--- src/rtl/lib_switchblock_pkg.sv ---
// Shared types, default widths and helpers for the DEM switching-block tree.
package lib_switchblock_pkg;

  localparam int INPUT_WIDTH        = 16;
  localparam int NUM_LAYERS_DEFAULT = 3;

  typedef logic signed [1:0] sel_t;
  typedef logic signed [1:0] acc_t;

  localparam sel_t SEL_POS  = 2'sd1;
  localparam sel_t SEL_ZERO = 2'sd0;
  localparam sel_t SEL_NEG  = -2'sd1;

  function automatic int out_width(input int input_width, input int num_layers);
    return input_width - num_layers + 1;
  endfunction

endpackage

--- src/rtl/dem_switch_cell.sv ---
// One mismatch-shaping switching cell: splits an odd/even code into two halves.
// Optional build macro DEM_SWITCH_DITHER_EN adds a random tie-break input.
module dem_switch_cell
  import lib_switchblock_pkg::*;
#(
  parameter int CODE_WIDTH = 17
) (
  input  logic                  clk,
  input  logic                  reset,
  input  logic                  valid,
  input  logic                  en,
  input  logic [CODE_WIDTH-1:0] code,
`ifdef DEM_SWITCH_DITHER_EN
  input  logic                  rnd,
`endif
  output logic [CODE_WIDTH-2:0] top,
  output logic [CODE_WIDTH-2:0] bottom
);

  acc_t                  acc;
  sel_t                  sel;
  logic [CODE_WIDTH-1:0] sel_ext;
  logic [CODE_WIDTH-1:0] sum;
  logic [CODE_WIDTH-1:0] diff;

  // The step always drives the running imbalance back towards zero.
  always_comb begin
    sel = SEL_ZERO;
    if (code[0]) begin
      if (!en)
        sel = SEL_POS;
      else if (acc > 0)
        sel = SEL_NEG;
      else if (acc < 0)
        sel = SEL_POS;
`ifdef DEM_SWITCH_DITHER_EN
      else
        sel = rnd ? SEL_POS : SEL_NEG;
`else
      else
        sel = SEL_POS;
`endif
    end
  end

  // code+sel never exceeds 2**(CODE_WIDTH-1) and code-sel never goes negative.
  assign sel_ext = {{(CODE_WIDTH-2){sel[1]}}, sel};
  assign sum     = code + sel_ext;
  assign diff    = code - sel_ext;
  assign top     = (CODE_WIDTH-1)'(sum >> 1);
  assign bottom  = (CODE_WIDTH-1)'(diff >> 1);

  always_ff @(posedge clk) begin
    if (reset)
      acc <= '0;
    else if (valid && en && code[0])
      acc <= acc + sel;
  end

endmodule

--- src/rtl/dem_switch_tree.sv ---
// Pipelined binary tree of DEM switching cells with valid tracking and a sum check.
// Optional build macro DEM_SWITCH_DITHER_EN enables LFSR dither of tie-breaks.
module dem_switch_tree
  import lib_switchblock_pkg::*;
#(
  parameter int INPUT_WIDTH = lib_switchblock_pkg::INPUT_WIDTH,
  parameter int NUM_LAYERS  = lib_switchblock_pkg::NUM_LAYERS_DEFAULT
) (
  input  logic                 clk_i,
  input  logic                 reset_i,
  input  logic                 valid_i,
  input  logic [INPUT_WIDTH-1:0] x_in_i,
  input  logic                 dem_en_i,
  output logic [(2**NUM_LAYERS)*lib_switchblock_pkg::out_width(INPUT_WIDTH, NUM_LAYERS)-1:0] x_out_o,
  output logic                 valid_o,
  output logic                 sum_err_o
);

  localparam int NUM_OUTPUTS = 2**NUM_LAYERS;
  localparam int OUT_WIDTH   = out_width(INPUT_WIDTH, NUM_LAYERS);
  localparam int LAST        = NUM_LAYERS - 1;
  localparam int SUM_WIDTH   = INPUT_WIDTH + NUM_LAYERS;

`ifdef DEM_SWITCH_DITHER_EN
  logic [15:0] lfsr;

  always_ff @(posedge clk_i) begin
    if (reset_i)
      lfsr <= 16'hACE1;
    else if (valid_i)
      lfsr <= {lfsr[14:0], lfsr[15] ^ lfsr[13] ^ lfsr[12] ^ lfsr[10]};
  end
`endif

  for (genvar l = 0; l < NUM_LAYERS; l++) begin : g_layer
    localparam int CW = INPUT_WIDTH - l + 1;
    localparam int NC = 2**l;

    logic [NC*CW-1:0]         code;
    logic                     vld;
    logic                     en;
    logic [INPUT_WIDTH-1:0]   xd;
    logic [2*NC*(CW-1)-1:0]   split;

    // Stage registers hold on bubbles so each cell only ever sees real codes.
    if (l == 0) begin : g_src
      assign code = {1'b0, x_in_i};
      assign vld  = valid_i;
      assign en   = dem_en_i;
      assign xd   = x_in_i;
    end else begin : g_src
      always_ff @(posedge clk_i) begin
        if (reset_i) begin
          code <= '0;
          vld  <= 1'b0;
          en   <= 1'b0;
          xd   <= '0;
        end else begin
          vld <= g_layer[l-1].vld;
          if (g_layer[l-1].vld) begin
            code <= g_layer[l-1].split;
            en   <= g_layer[l-1].en;
            xd   <= g_layer[l-1].xd;
          end
        end
      end
    end

    for (genvar k = 0; k < NC; k++) begin : g_cell
      dem_switch_cell #(
        .CODE_WIDTH(CW)
      ) u_cell (
        .clk    (clk_i),
        .reset  (reset_i),
        .valid  (vld),
        .en     (en),
        .code   (code[k*CW +: CW]),
`ifdef DEM_SWITCH_DITHER_EN
        .rnd    (lfsr[l]),
`endif
        .top    (split[(2*k)*(CW-1) +: CW-1]),
        .bottom (split[(2*k+1)*(CW-1) +: CW-1])
      );
    end
  end

  logic [INPUT_WIDTH-1:0] x_ref;
  logic [SUM_WIDTH-1:0]   leaf_sum;

  always_ff @(posedge clk_i) begin
    if (reset_i) begin
      x_out_o <= '0;
      valid_o <= 1'b0;
      x_ref   <= '0;
    end else begin
      valid_o <= g_layer[LAST].vld;
      if (g_layer[LAST].vld) begin
        x_out_o <= g_layer[LAST].split;
        x_ref   <= g_layer[LAST].xd;
      end
    end
  end

  always_comb begin
    leaf_sum = '0;
    for (int k = 0; k < NUM_OUTPUTS; k++)
      leaf_sum = leaf_sum + SUM_WIDTH'(x_out_o[k*OUT_WIDTH +: OUT_WIDTH]);
  end

  // Leaves must always add back up to the code that produced them.
  always_ff @(posedge clk_i) begin
    if (reset_i)
      sum_err_o <= 1'b0;
    else if (valid_o && (leaf_sum != SUM_WIDTH'(x_ref)))
      sum_err_o <= 1'b1;
  end

endmodule

--- config.mk ---
export PLATFORM = sky130hd
export DESIGN_NAME = dem_switch_tree
export DESIGN_NICKNAME = d
export VERILOG_FILES = /design/src/rtl/lib_switchblock_pkg.sv /design/src/rtl/dem_switch_cell.sv /design/src/rtl/dem_switch_tree.sv
export SDC_FILE = /design/constraint.sdc
export NUM_CORES = 1
export LEC_CHECK = 0
export CELL_PAD_IN_SITES_DETAIL_PLACEMENT = 0
export CELL_PAD_IN_SITES_GLOBAL_PLACEMENT = 1
export CORE_UTILIZATION = 50
export DETAILED_ROUTE_END_ITERATION = 12
export DONT_BUFFER_PORTS = 1
export GPL_TIMING_DRIVEN = 1
export MAX_ROUTING_LAYER = met4
export PLACE_DENSITY_LB_ADDON = 0.12
export RECOVER_POWER = 100
export SLEW_MARGIN = 30
export SYNTH_ARGS = -nofsm -noshare
export SYNTH_HDL_FRONTEND = slang
export SYNTH_SLANG_ARGS = --single-unit
--- constraint.sdc ---
create_clock -name clk_i -period 6.15 [get_ports clk_i]
set_input_delay 0.3075 -clock clk_i [delete_from_list [all_inputs] [get_ports clk_i]]
set_output_delay 0.3075 -clock clk_i [all_outputs]
set_load 0.05 [all_outputs]
==> summary.json <==
{
  "run_status": {"value": "finished with violations"},
  "violations": {"value": "max-capacitance violations, max-slew violations"},
  "buffer_ports.inserted": {"value": 0},
  "mean_number_of_vias_per_cell": {"value": 5.715},
  "critPathMostFrequentCell": {"value": "sky130_fd_sc_hd__fa_1"},
  "synthAdderAreaFrac": {"value": 21.51, "unit": "%"},
  "total_leakage_power": {"value": 9.405, "unit": "nW"},
  "cts_resized": {"value": 0},
  "worst_hold_slack": {"value": 0.03623, "unit": "ns"},
  "ant_nets": {"value": 0},
  "numCtsBuffers": {"value": 35},
  "gr-total-overflow": {"value": 0},
  "worst_path_dominant_cell_family": {"value": "adder cells"},
  "synth_area_per_cell": {"value": 8.406, "unit": "µm²"},
  "detailroute.via_count": {"value": 17460},
  "setup_repair_after_global_routing_missed_its_margin": {"value": "false"},
  "cts.reportedPaths.clkPinSlew": {"value": 0.06, "unit": "ns"},
  "timing.critical_path.arrival": {"value": 5.68, "unit": "ns"},
  "first_global_vias": {"value": 16700},
  "die_outline_area": {"value": 43770, "unit": "µm²"},
  "critPathKind": {"value": "reg2reg"},
  "tritoncts": {"value": "done"},
  "core": {"value": 42130, "unit": "µm²"},
  "grt_antenna_before_repair": {"value": 0},
  "number_of_nets_produced_by_synthesis": {"value": 2889},
  "post_synth_instance_area": {"value": 21470, "unit": "µm²"},
  "synthMostInstantiatedCell": {"value": "sky130_fd_sc_hd__nor2_1"},
  "grt_max_degree": {"value": 259},
  "drt_first_pass_iters": {"value": 6},
  "cts.repair_timing.setup_buffer_count": {"value": 0},
  "cts_buffer_depth": {"value": 3},
  "cts_num_sinks": {"value": 272},
  "num-nets-final": {"value": 2827},
  "hold_viol_final": {"value": 0},
  "ys_async_sr_fraction": {"value": 0, "unit": "%"},
  "die-height": {"value": 209.2, "unit": "µm"},
  "synth_warnings": {"value": 0},
  "post_synth_xor_xnor_area": {"value": 7.344, "unit": "%"},
  "diodes": {"value": 0},
  "max_cap_violations": {"value": 5},
  "power-per-cell-area": {"value": 251.8, "unit": "nW/µm²"},
  "layout.filler_cells": {"value": 3969},
  "worstPathCellList": {"value": "fa_1 -> inv_1 -> fa_1 -> fa_1 -> fa_1 -> inv_1 -> ha_1 -> inv_1 -> fa_1 -> xor2_1 -> nand3_1 -> nor4_1 -> o2111ai_1 -> nor4_1 -> nand4_1 -> nor4_1 -> a211oi_1"},
  "ios": {"value": 134},
  "synth-edff-count": {"value": 0},
  "die_width": {"value": 209.2, "unit": "µm"},
  "vdd_drop_max": {"value": 0.1779, "unit": "mV"},
  "r2r_setup_slack": {"value": 0.66, "unit": "ns"},
  "synth-seq-cells": {"value": 272},
  "maxClockFrequency": {"value": 0.1821, "unit": "GHz"},
  "worst_margin_pin_slew": {"value": 6.117, "unit": "ns"},
  "synth_area_leader_cell": {"value": "sky130_fd_sc_hd__dfxtp_1"},
  "synthTopCellsByCount": {"value": "sky130_fd_sc_hd__nor2_1 (438), sky130_fd_sc_hd__dfxtp_1 (272), sky130_fd_sc_hd__ha_1 (225), sky130_fd_sc_hd__inv_1 (203), sky130_fd_sc_hd__xnor2_1 (138)"},
  "place_congestion": {"value": 0.9487},
  "setup.worst_path.end_class": {"value": "flop"},
  "standard_cell_row_count": {"value": 75},
  "syn-instance-count": {"value": 2554},
  "starting_drc_count_in_detailed_routing": {"value": 1191},
  "crit_slowest_cell": {"value": "sky130_fd_sc_hd__dfxtp_1"},
  "final.min_clock_period": {"value": 5.491, "unit": "ns"},
  "fin_worst_skew": {"value": 0.01667, "unit": "ns"},
  "synthDominantCellAreaShare": {"value": 25.36, "unit": "%"},
  "holdCritStartpoint": {"value": "reset_i"},
  "seq_area_frac_synth": {"value": 25.36, "unit": "%"},
  "dominant_combinational_cell_family_by_area_after_synthesis": {"value": "adder cells"},
  "hold_path_class": {"value": "in2reg"},
  "timing.hold.worst_path_depth": {"value": 3},
  "required": {"value": 6.34, "unit": "ns"},
  "crit-reg2reg-capture": {"value": "sum_err_o$_SDFFE_PP0P_"},
  "synth_top_cells_by_area": {"value": "sky130_fd_sc_hd__dfxtp_1 (25%), sky130_fd_sc_hd__ha_1 (13%), sky130_fd_sc_hd__fa_1 (8.4%)"},
  "synth_flop_cell": {"value": "sky130_fd_sc_hd__dfxtp_1"},
  "worst_setup_path_start_kind": {"value": "flop"},
  "worst-r2r-cell-count": {"value": 17},
  "root_buffer_master": {"value": "sky130_fd_sc_hd__clkbuf_16"},
  "fin_tns_setup": {"value": 0, "unit": "ns"},
  "syn_to_final_growth": {"value": 7.495, "unit": "%"},
  "wire_length_of_the_first_global_routing_pass": {"value": 97.89, "unit": "mm"},
  "path_max_fanout": {"value": 3},
  "hold-path-endpoint": {"value": "x_out_o[54]$_SDFFE_PP0P_"},
  "wl_per_cell": {"value": 20.64, "unit": "µm"},
  "critical_r2r_launch": {"value": "x_out_o[58]$_SDFFE_PP0P_"},
  "post_route_cells_drive_above_1_share": {"value": 4.095, "unit": "%"},
  "layout_worst_path_cycle_share": {"value": 89.29, "unit": "%"},
  "slew_headroom": {"value": -307.8, "unit": "%"},
  "synthMuxAreaShare": {"value": 5.840, "unit": "%"},
  "timing.final.max_slew_violations": {"value": 346},
  "timing.final.setup_violations": {"value": 0},
  "post-dp-hpwl": {"value": 48.50, "unit": "mm"},
  "cts.hold.buffers_added": {"value": 22},
  "ctsHtreeMaxLevel": {"value": 2},
  "synth-simple-area-share": {"value": 17.05, "unit": "%"},
  "cp.buffers_inverters": {"value": 3},
  "drt-total-wl": {"value": 63.03, "unit": "mm"},
  "clock_insertion_delay_worst_skew": {"value": 0.56, "unit": "ns"},
  "ys_types": {"value": 77},
  "critical_path_s_largest_stage_delay": {"value": 0.68, "unit": "ns"},
  "initial_utilization": {"value": 50.95, "unit": "%"},
  "post-route-drc-count": {"value": 0},
  "grt_util_all_layers": {"value": 29.70, "unit": "%"},
  "synth_compound_area_share": {"value": 16.64, "unit": "%"}
}
[worst register-to-register path, stage by stage, from the launching register on]
cell and delay (ns):
sky130_fd_sc_hd__dfxtp_1 0.68, sky130_fd_sc_hd__fa_1 0.53, sky130_fd_sc_hd__inv_1 0.19, sky130_fd_sc_hd__fa_1 0.48, sky130_fd_sc_hd__fa_1 0.53, sky130_fd_sc_hd__fa_1 0.54, sky130_fd_sc_hd__inv_1 0.04, sky130_fd_sc_hd__ha_1 0.21
sky130_fd_sc_hd__inv_1 0.07, sky130_fd_sc_hd__fa_1 0.43, sky130_fd_sc_hd__xor2_1 0.15, sky130_fd_sc_hd__nand3_1 0.09, sky130_fd_sc_hd__nor4_1 0.29, sky130_fd_sc_hd__o2111ai_1 0.16, sky130_fd_sc_hd__nor4_1 0.27, sky130_fd_sc_hd__nand4_1 0.15
sky130_fd_sc_hd__nor4_1 0.21, sky130_fd_sc_hd__a211oi_1 0.11
[cells by family (layout without fill, tap and decap cells)]
group | Yosys count | after routing
buffers and inverters | 352 | 313
AND/OR/NAND/NOR | 790 | 790
multiplexers | 125 | 125
XOR/XNOR | 180 | 180
flip-flops | 272 | 272
adder cells (fa/ha/maj) | 315 | 315
AO/OA/AOI/OAI | 520 | 520
[through the flow]
stage / worst slack (ns) / cell area [µm²] / util, % / cells / power (mW)
after floorplan: 1.496 / 21470 / - / 2554 / 3.343
after detailed placement: 0.9351 / 21770 / 51.66 / 2971 / 3.756
final: 0.6588 / 23080 / 54.77 / 3054 / 5.812
after CTS: 0.8559 / 23130 / 54.90 / 3053 / 5.845
after global routing: 0.3701 / 23080 / 54.77 / 3054 / 6.112
after global placement: 0.9764 / 21770 / 51.66 / 2971 / 3.746
[state kept, by name (all words and copies together) (netlist names)]
register	cells
g_layer.en	2
g_layer.vld	2
x_ref	16
g_layer.g_cell.u_cell.acc	14
g_layer.code	92
g_layer.xd	32
x_out_o	112
sum_err_o	1
valid_o	1
[power by group]
| part | switching, mW | leakage (nW) | total, mW | internal, mW |
|---|---|---|---|---|
| combinational | 0.979 | 6.64 | 1.67 | 0.693 |
| clock | 0.845 | 0.547 | 2.01 | 1.17 |
| sequential | 0.266 | 2.22 | 2.13 | 1.86 |
[how the worst max path moves through the flow]
stage	slack (ns)	depth (start not counted)	to	from
6_report	0.66	17	sum_err_o$_SDFFE_PP0P_	x_out_o[58]$_SDFFE_PP0P_
5_1_grt	0.37	15	sum_err_o$_SDFFE_PP0P_	x_out_o[39]$_SDFFE_PP0P_
4_1_cts	0.86	17	sum_err_o$_SDFFE_PP0P_	x_out_o[58]$_SDFFE_PP0P_
3_5_place_dp	0.94	17	sum_err_o$_SDFFE_PP0P_	x_out_o[58]$_SDFFE_PP0P_
3_3_place_gp	0.98	17	sum_err_o$_SDFFE_PP0P_	x_out_o[58]$_SDFFE_PP0P_
2_1_floorplan	1.50	15	sum_err_o$_SDFFE_PP0P_	x_out_o[63]$_SDFFE_PP0P_
[cells in the final DEF, fill, tap and decap left out, types with 13 or more instances in the layout]
| cell type | synthesis | layout |
|---|---|---|
| sky130_fd_sc_hd__nor3b_1 | 15 | 15 |
| sky130_fd_sc_hd__nand2b_1 | 38 | 38 |
| sky130_fd_sc_hd__fa_1 | 90 | 90 |
| sky130_fd_sc_hd__a311oi_1 | 19 | 19 |
| sky130_fd_sc_hd__buf_4 | 1 | 14 |
| sky130_fd_sc_hd__o41ai_1 | 16 | 16 |
| sky130_fd_sc_hd__or3_1 | 34 | 34 |
| sky130_fd_sc_hd__nand2_1 | 61 | 61 |
| sky130_fd_sc_hd__clkbuf_16 | 0 | 35 |
| sky130_fd_sc_hd__o21ai_0 | 78 | 78 |
| sky130_fd_sc_hd__a21oi_1 | 136 | 136 |
| sky130_fd_sc_hd__xor2_1 | 42 | 42 |
| sky130_fd_sc_hd__o21a_1 | 17 | 17 |
| sky130_fd_sc_hd__inv_1 | 203 | 204 |
| sky130_fd_sc_hd__dlygate4sd3_1 | 0 | 20 |
| sky130_fd_sc_hd__mux2i_1 | 123 | 123 |
| sky130_fd_sc_hd__xnor2_1 | 138 | 138 |
| sky130_fd_sc_hd__a31oi_1 | 20 | 20 |
| sky130_fd_sc_hd__ha_1 | 225 | 225 |
| sky130_fd_sc_hd__and3_1 | 16 | 16 |
| sky130_fd_sc_hd__nand3_1 | 36 | 36 |
| sky130_fd_sc_hd__nor2b_1 | 45 | 45 |
| sky130_fd_sc_hd__a211oi_1 | 107 | 108 |
| sky130_fd_sc_hd__nand4_1 | 13 | 13 |
| sky130_fd_sc_hd__nor2_1 | 438 | 438 |
| sky130_fd_sc_hd__nor3_1 | 46 | 46 |
| sky130_fd_sc_hd__clkbuf_1 | 122 | 21 |
| sky130_fd_sc_hd__dfxtp_1 | 272 | 272 |
[layer usage]
metal | GRT usage (%) | share of wire (%) | vias to the layer above
met2 | 45.20 | 44 | 391
li1 | - | - | 8684
met4 | 6.009 | 1.6 | 0
met1 | 41.60 | 49 | 8319
met5 | - | 0 | -
met3 | 4.569 | 5.3 | 61
[final cells by class]
cell class                      instances  area (µm²)  share of cell area [%]
Clock buffer                           48       974.7                   4.224
Clock inverter                         12       133.9                  0.5801
Inverter                              204       765.7                   3.318
Sequential cell                       272        5445                   23.60
Tap cell                              539       674.4                   2.922
Timing Repair Buffer                   49       409.1                   1.773
Multi-Input combinational cell       1930       14670                   63.59
No activity file was read; power rests on OpenSTA's default activity.
